### config.mk
export PLATFORM = sky130hd
export DESIGN_NAME = ps2_keycode
export DESIGN_NICKNAME = d
export VERILOG_FILES = /design/src/rtl/ps2_keycode.sv
export SDC_FILE = /design/constraint.sdc
export NUM_CORES = 1
export LEC_CHECK = 0
export BUFFER_PORTS_ARGS = -buffer_cell sky130_fd_sc_hd__buf_2
export CELL_PAD_IN_SITES_DETAIL_PLACEMENT = 2
export CELL_PAD_IN_SITES_GLOBAL_PLACEMENT = 2
export CORE_MARGIN = 2
export CORE_UTILIZATION = 42
export CTS_CLUSTER_DIAMETER = 200
export DETAILED_ROUTE_END_ITERATION = 6
export PLACE_DENSITY = 0.84
export SLEW_MARGIN = 20
export SYNTH_ARGS = -nofsm -noshare
export SYNTH_HDL_FRONTEND = slang
export SYNTH_SLANG_ARGS = --single-unit
### constraint.sdc
create_clock -name Clk -period 4.4 [get_ports Clk]
set_clock_uncertainty 0.2 [all_clocks]
set_input_delay 0.66 -clock Clk [delete_from_list [all_inputs] [get_ports Clk]]
set_output_delay 0.66 -clock Clk [all_outputs]
set_load 0.01 [all_outputs]
### src/rtl/ps2_keycode.sv
// ps2_keycode: PS/2 keyboard receiver (scan code set 2) decoding W/A/S/D
// into a held 8-bit HID-style keycode for the ball motion logic.
//
// Ports:
//   Clk           system clock
//   Reset_n       asynchronous reset, active-low
//   PS2_CLK       raw PS/2 clock pin (asynchronous)
//   PS2_DATA      raw PS/2 data pin (asynchronous)
//   keycode       currently held mapped key, 0x00 when none
//   keycode_valid one-cycle pulse whenever keycode changes
//   frame_err     one-cycle pulse on start/parity/stop/timeout error
//
// Optional feature: define PS2_ARROW_KEYS_EN to map E0-prefixed arrow
// keys onto the same outputs as W/A/S/D; otherwise E0 codes are dropped.
module ps2_keycode #(
  parameter int unsigned FILTER_LEN     = 4,
  parameter int unsigned TIMEOUT_CYCLES = 5000
) (
  input  logic       Clk,
  input  logic       Reset_n,
  input  logic       PS2_CLK,
  input  logic       PS2_DATA,
  output logic [7:0] keycode,
  output logic       keycode_valid,
  output logic       frame_err
);

  localparam int unsigned FW = 4;   // filter counter width (FILTER_LEN <= 15)
  localparam int unsigned TW = 16;  // timeout counter width
  localparam int unsigned BW = 3;   // data bit counter width

  typedef enum logic [1:0] {S_IDLE, S_DATA, S_PARITY, S_STOP} state_t;

  logic [1:0]    r_clk_sync;
  logic [1:0]    r_dat_sync;
  logic          r_clk_filt;
  logic [FW-1:0] r_filt_cnt;
  logic          r_bit_edge;
  logic          r_bit_data;

  state_t        r_state, w_state_nxt;
  logic [7:0]    r_shift, w_shift_nxt;
  logic [BW-1:0] r_bcnt, w_bcnt_nxt;
  logic          r_par, w_par_nxt;
  logic [TW-1:0] r_to_cnt, w_to_nxt;
  logic          w_err;
  logic          w_clr_flags;
  logic          w_byte_ok;

  logic          r_brk, w_brk_nxt;
  logic          r_ext, w_ext_nxt;
  logic [7:0]    w_key_nxt;
  logic [7:0]    w_mapped;

  // Make-code to output mapping; 0x00 means unmapped.
  function automatic logic [7:0] map_code(input logic [7:0] code, input logic ext);
    logic [7:0] res;
    res = 8'h00;
    if (!ext) begin
      case (code)
        8'h1D:   res = 8'h1A;
        8'h1C:   res = 8'h04;
        8'h1B:   res = 8'h16;
        8'h23:   res = 8'h07;
        default: res = 8'h00;
      endcase
    end else begin
`ifdef PS2_ARROW_KEYS_EN
      case (code)
        8'h75:   res = 8'h1A;
        8'h6B:   res = 8'h04;
        8'h72:   res = 8'h16;
        8'h74:   res = 8'h07;
        default: res = 8'h00;
      endcase
`else
      res = 8'h00;
`endif
    end
    return res;
  endfunction

  // Synchronizers and PS/2 clock glitch filter; bit edge is a filtered fall.
  always_ff @(posedge Clk or negedge Reset_n) begin
    if (!Reset_n) begin
      r_clk_sync <= 2'b11;
      r_dat_sync <= 2'b11;
      r_clk_filt <= 1'b1;
      r_filt_cnt <= '0;
      r_bit_edge <= 1'b0;
      r_bit_data <= 1'b1;
    end else begin
      r_clk_sync <= {r_clk_sync[0], PS2_CLK};
      r_dat_sync <= {r_dat_sync[0], PS2_DATA};
      r_bit_data <= r_dat_sync[1];
      r_bit_edge <= 1'b0;
      if (r_clk_sync[1] == r_clk_filt) begin
        r_filt_cnt <= '0;
      end else if (r_filt_cnt == FW'(FILTER_LEN - 1)) begin
        r_clk_filt <= r_clk_sync[1];
        r_filt_cnt <= '0;
        r_bit_edge <= r_clk_filt;
      end else begin
        r_filt_cnt <= r_filt_cnt + 1'b1;
      end
    end
  end

  // Receive FSM state register and frame datapath.
  always_ff @(posedge Clk or negedge Reset_n) begin
    if (!Reset_n) begin
      r_state  <= S_IDLE;
      r_shift  <= '0;
      r_bcnt   <= '0;
      r_par    <= 1'b0;
      r_to_cnt <= '0;
    end else begin
      r_state  <= w_state_nxt;
      r_shift  <= w_shift_nxt;
      r_bcnt   <= w_bcnt_nxt;
      r_par    <= w_par_nxt;
      r_to_cnt <= w_to_nxt;
    end
  end

  // Receive FSM next state; a bit edge takes priority over a timeout.
  always_comb begin
    w_state_nxt = r_state;
    w_shift_nxt = r_shift;
    w_bcnt_nxt  = r_bcnt;
    w_par_nxt   = r_par;
    w_to_nxt    = r_to_cnt;
    w_err       = 1'b0;
    w_clr_flags = 1'b0;
    w_byte_ok   = 1'b0;
    if (r_bit_edge) begin
      w_to_nxt = '0;
      case (r_state)
        S_IDLE: begin
          if (!r_bit_data) begin
            w_state_nxt = S_DATA;
            w_bcnt_nxt  = '0;
          end else begin
            w_err = 1'b1;
          end
        end
        S_DATA: begin
          w_shift_nxt = {r_bit_data, r_shift[7:1]};
          w_bcnt_nxt  = r_bcnt + 1'b1;
          if (r_bcnt == BW'(7)) w_state_nxt = S_PARITY;
        end
        S_PARITY: begin
          w_par_nxt   = r_bit_data;
          w_state_nxt = S_STOP;
        end
        S_STOP: begin
          if (r_bit_data && (^{r_shift, r_par})) begin
            w_byte_ok = 1'b1;
          end else begin
            w_err       = 1'b1;
            w_clr_flags = 1'b1;
          end
          w_state_nxt = S_IDLE;
        end
        default: w_state_nxt = S_IDLE;
      endcase
    end else if (r_state != S_IDLE) begin
      if (r_to_cnt == TW'(TIMEOUT_CYCLES - 1)) begin
        w_err       = 1'b1;
        w_clr_flags = 1'b1;
        w_state_nxt = S_IDLE;
        w_shift_nxt = '0;
        w_bcnt_nxt  = '0;
        w_to_nxt    = '0;
      end else begin
        w_to_nxt = r_to_cnt + 1'b1;
      end
    end
  end

  // Prefix flags and held keycode update for an accepted byte.
  always_comb begin
    w_key_nxt = keycode;
    w_brk_nxt = r_brk;
    w_ext_nxt = r_ext;
    w_mapped  = map_code(r_shift, r_ext);
    if (w_clr_flags) begin
      w_brk_nxt = 1'b0;
      w_ext_nxt = 1'b0;
    end else if (w_byte_ok) begin
      if (r_shift == 8'hF0) begin
        w_brk_nxt = 1'b1;
      end else if (r_shift == 8'hE0) begin
        w_ext_nxt = 1'b1;
      end else begin
        if (w_mapped != 8'h00) begin
          if (!r_brk)                  w_key_nxt = w_mapped;
          else if (keycode == w_mapped) w_key_nxt = 8'h00;
        end
        w_brk_nxt = 1'b0;
        w_ext_nxt = 1'b0;
      end
    end
  end

  always_ff @(posedge Clk or negedge Reset_n) begin
    if (!Reset_n) begin
      keycode       <= 8'h00;
      keycode_valid <= 1'b0;
      frame_err     <= 1'b0;
      r_brk         <= 1'b0;
      r_ext         <= 1'b0;
    end else begin
      keycode       <= w_key_nxt;
      keycode_valid <= (w_key_nxt != keycode);
      frame_err     <= w_err;
      r_brk         <= w_brk_nxt;
      r_ext         <= w_ext_nxt;
    end
  end

endmodule

==> impl_metrics.toml, run 1 <==
[final_layout]
layout.cells.most_common = "dfrtp_1"
drive_gt1_share_pct = 13.4
layout.cells.non_filler = 369
final_cell_mix = "dfrtp_1 (47), nand2_1 (40), nor2_1 (24)"
num-nets-final = 304
final_design_area_no_fill_um2 = 2980
diodes = 0
area_delta_synth_final_pct = 8.58

[worst_setup_path]
cp-end-kind = "flop"
cp.required_ps = 4420
path_class = "flop to flop"
cp-start-kind = "flop"
crit_chain = "or4b_1 -> nor4_1 -> a21o_1 -> xnor2_1 -> nand4b_1 -> a2111o_1 -> a22o_1"
critPathTopFamily = "simple AND/OR/NAND/NOR gates"
slowest_delay_ps = 660
critical_path.slowest_cell = "or4b_1"
crit_buf_inv = 0
cp_max_fo = 6
cp.arrival_ps = 3320

[grt]
grt_usage_pct = 21.5
grt_antenna_before_repair = 0
grt_pass1_vias = 2376
grt_overflow = 0
grt_max_degree = 28
grt_pass1_wl_mm = 12.2

[sta]
setup_slack_ps = 1100
max_slew_margin_pct = 54.9
hold_viol = 0
max_clock_freq_mhz = 303
worst_slew_pin_slew_ps = 670
slew_violations = 0
rsz0062_at_grt = "false"
finalSetupViolCount = 0
fin_crit_sh_pct = 75.1
finalSetupTns_ps = 0
fin_crit_ps = 3300

[synthesis]
synth_warnings = 0
synth-main-ff-cell = "dfrtp_1"
synthesis.area_um2 = 2740
ys_types = 57
avgSynthCellArea_um2 = 9.90
synth_top_area_share_pct = 42.9
synth_top_family_by_area = "simple AND/OR/NAND/NOR gates"
synth-edff-count = 0
synth_xor_area_share_pct = 6.75
synth_fa_ha_area_share_pct = 4.11
synth_mux_area_share_pct = 0.822
ys_seq_area_share_pct = 48.7
synth_simple_gate_area_share_pct = 24.7
syn_nets = 290
yosys.area.top_type = "dfrtp_1"
async_flop_share_pct = 100
synth_compound_area_share_pct = 12.8
ys_ff_latch = 53
synthCells = 277
ys_top_cells_by_area = "dfrtp_1 (43%), dfstp_2 (5.8%), nand2_1 (5.5%), ha_1 (4.1%), nor2_1 (3.3%)"

[clock_network]
post_cts_buffers = 0
cts_max_path_buffers = 2
clk_pin_slew_ps = 110
cts_tree = "done"
clock_sinks = 53
ctsResizeCount = 0
htree_levels = 2
insertion_delay_ps = 320
numCtsBuffers = 5
ctsRootBufferMaster = "clkbuf_8"
postCtsHoldBufs = 0

[die]
die_h_um = 84.8
io_pins = 14
start_util_pct = 43.4
rows = 29
core_um2 = 6310
die_area_um2 = 7190
fp.dieW_um = 84.8

[placed_design]
dp_hpwl_mm = 5.23
dp.cells = 361
place_ws_ps = 1080
io_buffers = 13
post_dp_cell_area_um2 = 2880
place_congestion = 0.765

[detailed_routing]
drc = 0
routed_wl_mm = 7.07
first_iter_violations = 56
viasPerCell = 5.67
vias = 2092
ant_nets = 0
firstDrtPassIters = 6
wl_per_cell_um = 19.2

[pwr]
leakage_nw = 1.41
power_per_cell_area_nw_per_um2 = 301
total_power_mw = 0.896
irDropWorstVdd_uv = 209

[worst_hold_path]
hold_class = "primary input to async pin"

[run_status]
status = "completed"

[flow_run]
max-cap-violations = 0
-- through the flow --
step,utilization [%],hold slack [ps]
floorplan,-,145
global placement,45.7,146
detailed placement,45.7,148
CTS,47.1,160
global route,47.1,168
finish,47.1,141
-- cell type report --
class                           count  area, um2
Inverter                            8       30.0
Timing Repair Buffer               14       72.6
Multi-Input combinational cell    209       1350
Fill cell                         689       3340
Clock buffer                        5       68.8
Tap cell                           77       96.3
Sequential cell                    53       1330
Clock inverter                      3       25.0
-- cells by family after synthesis --
| family | count (synthesis) |
|---|---|
| AO/OA/AOI/OAI | 48 |
| buffers and inverters | 15 |
| adder cells (fa/ha/maj) | 9 |
| AND/OR/NAND/NOR | 132 |
| XOR/XNOR | 18 |
| flip-flops | 53 |
| multiplexers | 2 |
-- flip-flops by register name (all words and copies together) (netlist names) --
register       flops
r_ext              1
r_clk_sync         2
r_shift            8
r_dat_sync         2
r_bit_data         1
r_state            2
r_bit_edge         1
keycode            8
r_par              1
frame_err          1
r_filt_cnt         4
r_to_cnt          16
r_clk_filt         1
r_bcnt             3
r_brk              1
keycode_valid      1
-- where the power goes --
group | switching, mW | internal, mW | leakage (nW)
Combinational | 0.0376 | 0.0235 | 0.648
Sequential | 0.0187 | 0.511 | 0.718
Clock | 0.189 | 0.117 | 0.0452
Total | 0.245 | 0.651 | 1.41
-- synth_stat cells, drive strengths merged (3+ instances only) --
library cell and n:
xnor2 8, a21oi 10, nand4 3, nor2b 8, dfrtp 47, inv 8, nor2 24, nand2b 4
and2 4, a21o 3, xor2 8, nor4 6, nand3 16, clkbuf 5, nor3 5, nand3b 3
nand2 40, or3 4, ha 9, o21ai 9, a22o 5, dfstp 6
-- routing by layer --
| layer | GRT usage [%] | wire length [um] |
|---|---|---|
| met5 | 0 | 0 |
| met4 | 4.76 | 66 |
| met3 | 3.34 | 145 |
| met2 | 39.2 | 3720 |
| met1 | 26.7 | 3150 |
-- final timing paths --
| path | startpoint | to | slack [ps] | depth (start not counted) |
|---|---|---|---|---|
| max | r_shift[6]$_DFFE_PN0P_ | keycode[0]$_DFF_PN0_ | 1100 | 7 |
| min reg2reg | r_dat_sync[0]$_DFF_PN1_ | r_dat_sync[1]$_DFF_PN1_ | 160 | 0 |
| min in group Clk | r_dat_sync[0]$_DFF_PN1_ | r_dat_sync[1]$_DFF_PN1_ | 160 | 0 |
| max in group asynchronous | Reset_n | r_ext$_DFFE_PN0P_ | 3060 | 2 |
| min | Reset_n | r_to_cnt[4]$_DFFE_PN0P_ | 140 | 1 |
| max reg2reg | r_shift[6]$_DFFE_PN0P_ | keycode[0]$_DFF_PN0_ | 1100 | 7 |
Power figures use the tool's default switching activity.
==> run 2: changes to the inputs <==
--- a/config.mk
+++ b/config.mk
@@ -9,10 +9,10 @@
 export CELL_PAD_IN_SITES_DETAIL_PLACEMENT = 2
 export CELL_PAD_IN_SITES_GLOBAL_PLACEMENT = 2
 export CORE_MARGIN = 2
-export CORE_UTILIZATION = 42
+export CORE_UTILIZATION = 39
 export CTS_CLUSTER_DIAMETER = 200
 export DETAILED_ROUTE_END_ITERATION = 6
-export PLACE_DENSITY = 0.84
+export PLACE_DENSITY = 0.79
 export SLEW_MARGIN = 20
 export SYNTH_ARGS = -nofsm -noshare
 export SYNTH_HDL_FRONTEND = slang
==> constraint.sdc (replaced) <==
create_clock -name Clk -period 3.4 [get_ports Clk]
set_clock_uncertainty 0.2 [all_clocks]
set_input_delay 0.51 -clock Clk [delete_from_list [all_inputs] [get_ports Clk]]
set_output_delay 0.51 -clock Clk [all_outputs]
set_load 0.01 [all_outputs]
==> impl_metrics.toml, run 2 (same netlist as run 1, synthesis figures left out) <==
[worst_setup_path]
worstSetupStartpoint = "r_shift[6]$_DFFE_PN0P_"
cp-start-kind = "flop"
cp_max_fo = 6
r2r_start = "r_shift[6]$_DFFE_PN0P_"
crit_end = "keycode[3]$_DFF_PN0_"
cp.arrival_ps = 3150
critical_path.slowest_cell = "or4b_1"
path_class = "flop to flop"
slowest_delay_ps = 660
r2r_cells = 7
cp-end-kind = "flop"
cp.required_ps = 3410
r2r_setup_slack_ps = 250
r2r-end = "keycode[3]$_DFF_PN0_"
crit_chain = "or4b_1 -> or4_4 -> a2bb2o_4 -> nand2_1 -> nand4b_1 -> a2111o_1 -> a22o_1"

[sta]
hold_viol = 0
max_clock_freq_mhz = 318
fin_crit_sh_pct = 92.5
finalSetupViolCount = 0
worst_slew_pin_slew_ps = 689
fin_crit_ps = 3150
slew_violations = 0
setup_slack_ps = 254
rsz0062_at_grt = "false"
finalSetupTns_ps = 0
holdWs_ps = 83.7
max_slew_margin_pct = 54.1

[pwr]
power_per_cell_area_nw_per_um2 = 391
total_power_mw = 1.20
irDropWorstVdd_uv = 175
leakage_nw = 1.44

[placed_design]
place_ws_ps = 178
place_congestion = 0.835
dp_hpwl_mm = 4.71
io_buffers = 13

[detailed_routing]
firstDrtPassIters = 4
vias = 2112
first_iter_violations = 69
viasPerCell = 5.39
ant_nets = 0
wl_per_cell_um = 16.7
routed_wl_mm = 6.54
drc = 0

[clock_network]
clock_sinks = 53
numCtsBuffers = 5
cts_max_path_buffers = 2
insertion_delay_ps = 310
ctsRootBufferMaster = "clkbuf_8"
postCtsHoldBufs = 0
htree_levels = 2
clk_pin_slew_ps = 100
cts_tree = "done"

[die]
rows = 30
core_um2 = 6790
start_util_pct = 40.3
die_h_um = 87.8
die_area_um2 = 7720
io_pins = 14
fp.dieW_um = 87.8

[worst_hold_path]
hold_class = "primary input to flop"

[grt]
grt_pass1_vias = 2239
grt_antenna_before_repair = 0
grt_overflow = 0
grt_pass1_wl_mm = 11.1
grt_usage_pct = 18.5
grt_max_degree = 54

[final_layout]
reg.largest.list = "r_to_cnt: 16 flops, keycode: 8 flops, r_shift: 8 flops"
area_delta_synth_final_pct = 11.5
nFillCells = 746
num-nets-final = 308
final_util_pct = 45.0
diodes = 0
largest-register = "r_to_cnt"
drive_gt1_share_pct = 14.9
layout.cells.most_common = "dfrtp_1"
largest_reg_flops = 16
final_cell_mix = "dfrtp_1 (47), nand2_1 (40), nor2_1 (24)"

[flow_run]
max-cap-violations = 0

[run_status]
status = "completed"
-- run 2: power breakdown --
group | switching [mW] | internal, mW | total (mW)
sequential | 0.0196 | 0.661 | 0.680
clock | 0.219 | 0.221 | 0.440
combinational | 0.0438 | 0.0320 | 0.0758
total | 0.283 | 0.913 | 1.20
-- run 2: critical path, delay by kind of cell, from the launching register on --
family / cells / cell delay [ps]
flip-flops: 1 / 450
AO/OA/AOI/OAI: 3 / 1010
AND/OR/NAND/NOR: 4 / 1390
-- run 2: final cells by class --
class	instances	area [um2]	area share, %
multi-input combinational	209	1360	44.4
sequential	53	1330	43.6
tap	96	120	3.93
timing repair buffer	18	103	3.36
clock buffer	5	68.8	2.25
clock inverter	3	46.3	1.51
inverter	8	30.0	0.982
-- run 2: per-layer routing --
layer	GRT usage [%]	up-vias	wire length, um
met1	24.7	1080	3100
met5	0	-	0
met3	3.02	8	134
met2	31.5	15	3230
met4	4.20	0	75
li1	-	1009	-
-- run 2: timing repair --
action                     CTS  global route
setup buffers                0             0
gates resized for setup      0             1
setup endpoints to repair    0             5
-- run 2: worst min path at each step --
stage / start / endpoint / slack, ps / depth (start not counted)
2_1_floorplan: Reset_n / frame_err$_DFF_PN0_ / 10 / 0
3_3_place_gp: r_dat_sync[0]$_DFF_PN1_ / r_dat_sync[1]$_DFF_PN1_ / 150 / 0
3_5_place_dp: r_dat_sync[0]$_DFF_PN1_ / r_dat_sync[1]$_DFF_PN1_ / 150 / 0
4_1_cts: PS2_CLK / r_clk_sync[0]$_DFF_PN1_ / 70 / 1
5_1_grt: PS2_CLK / r_clk_sync[0]$_DFF_PN1_ / 60 / 1
6_report: PS2_CLK / r_clk_sync[0]$_DFF_PN1_ / 80 / 1
-- run 2: metrics by stage --
step           area, um2  cells
6_report            3060    392
5_1_grt             3060    392
4_1_cts             3050    392
3_5_place_dp        2940    384
3_3_place_gp        2940    384
2_1_floorplan       2740    277
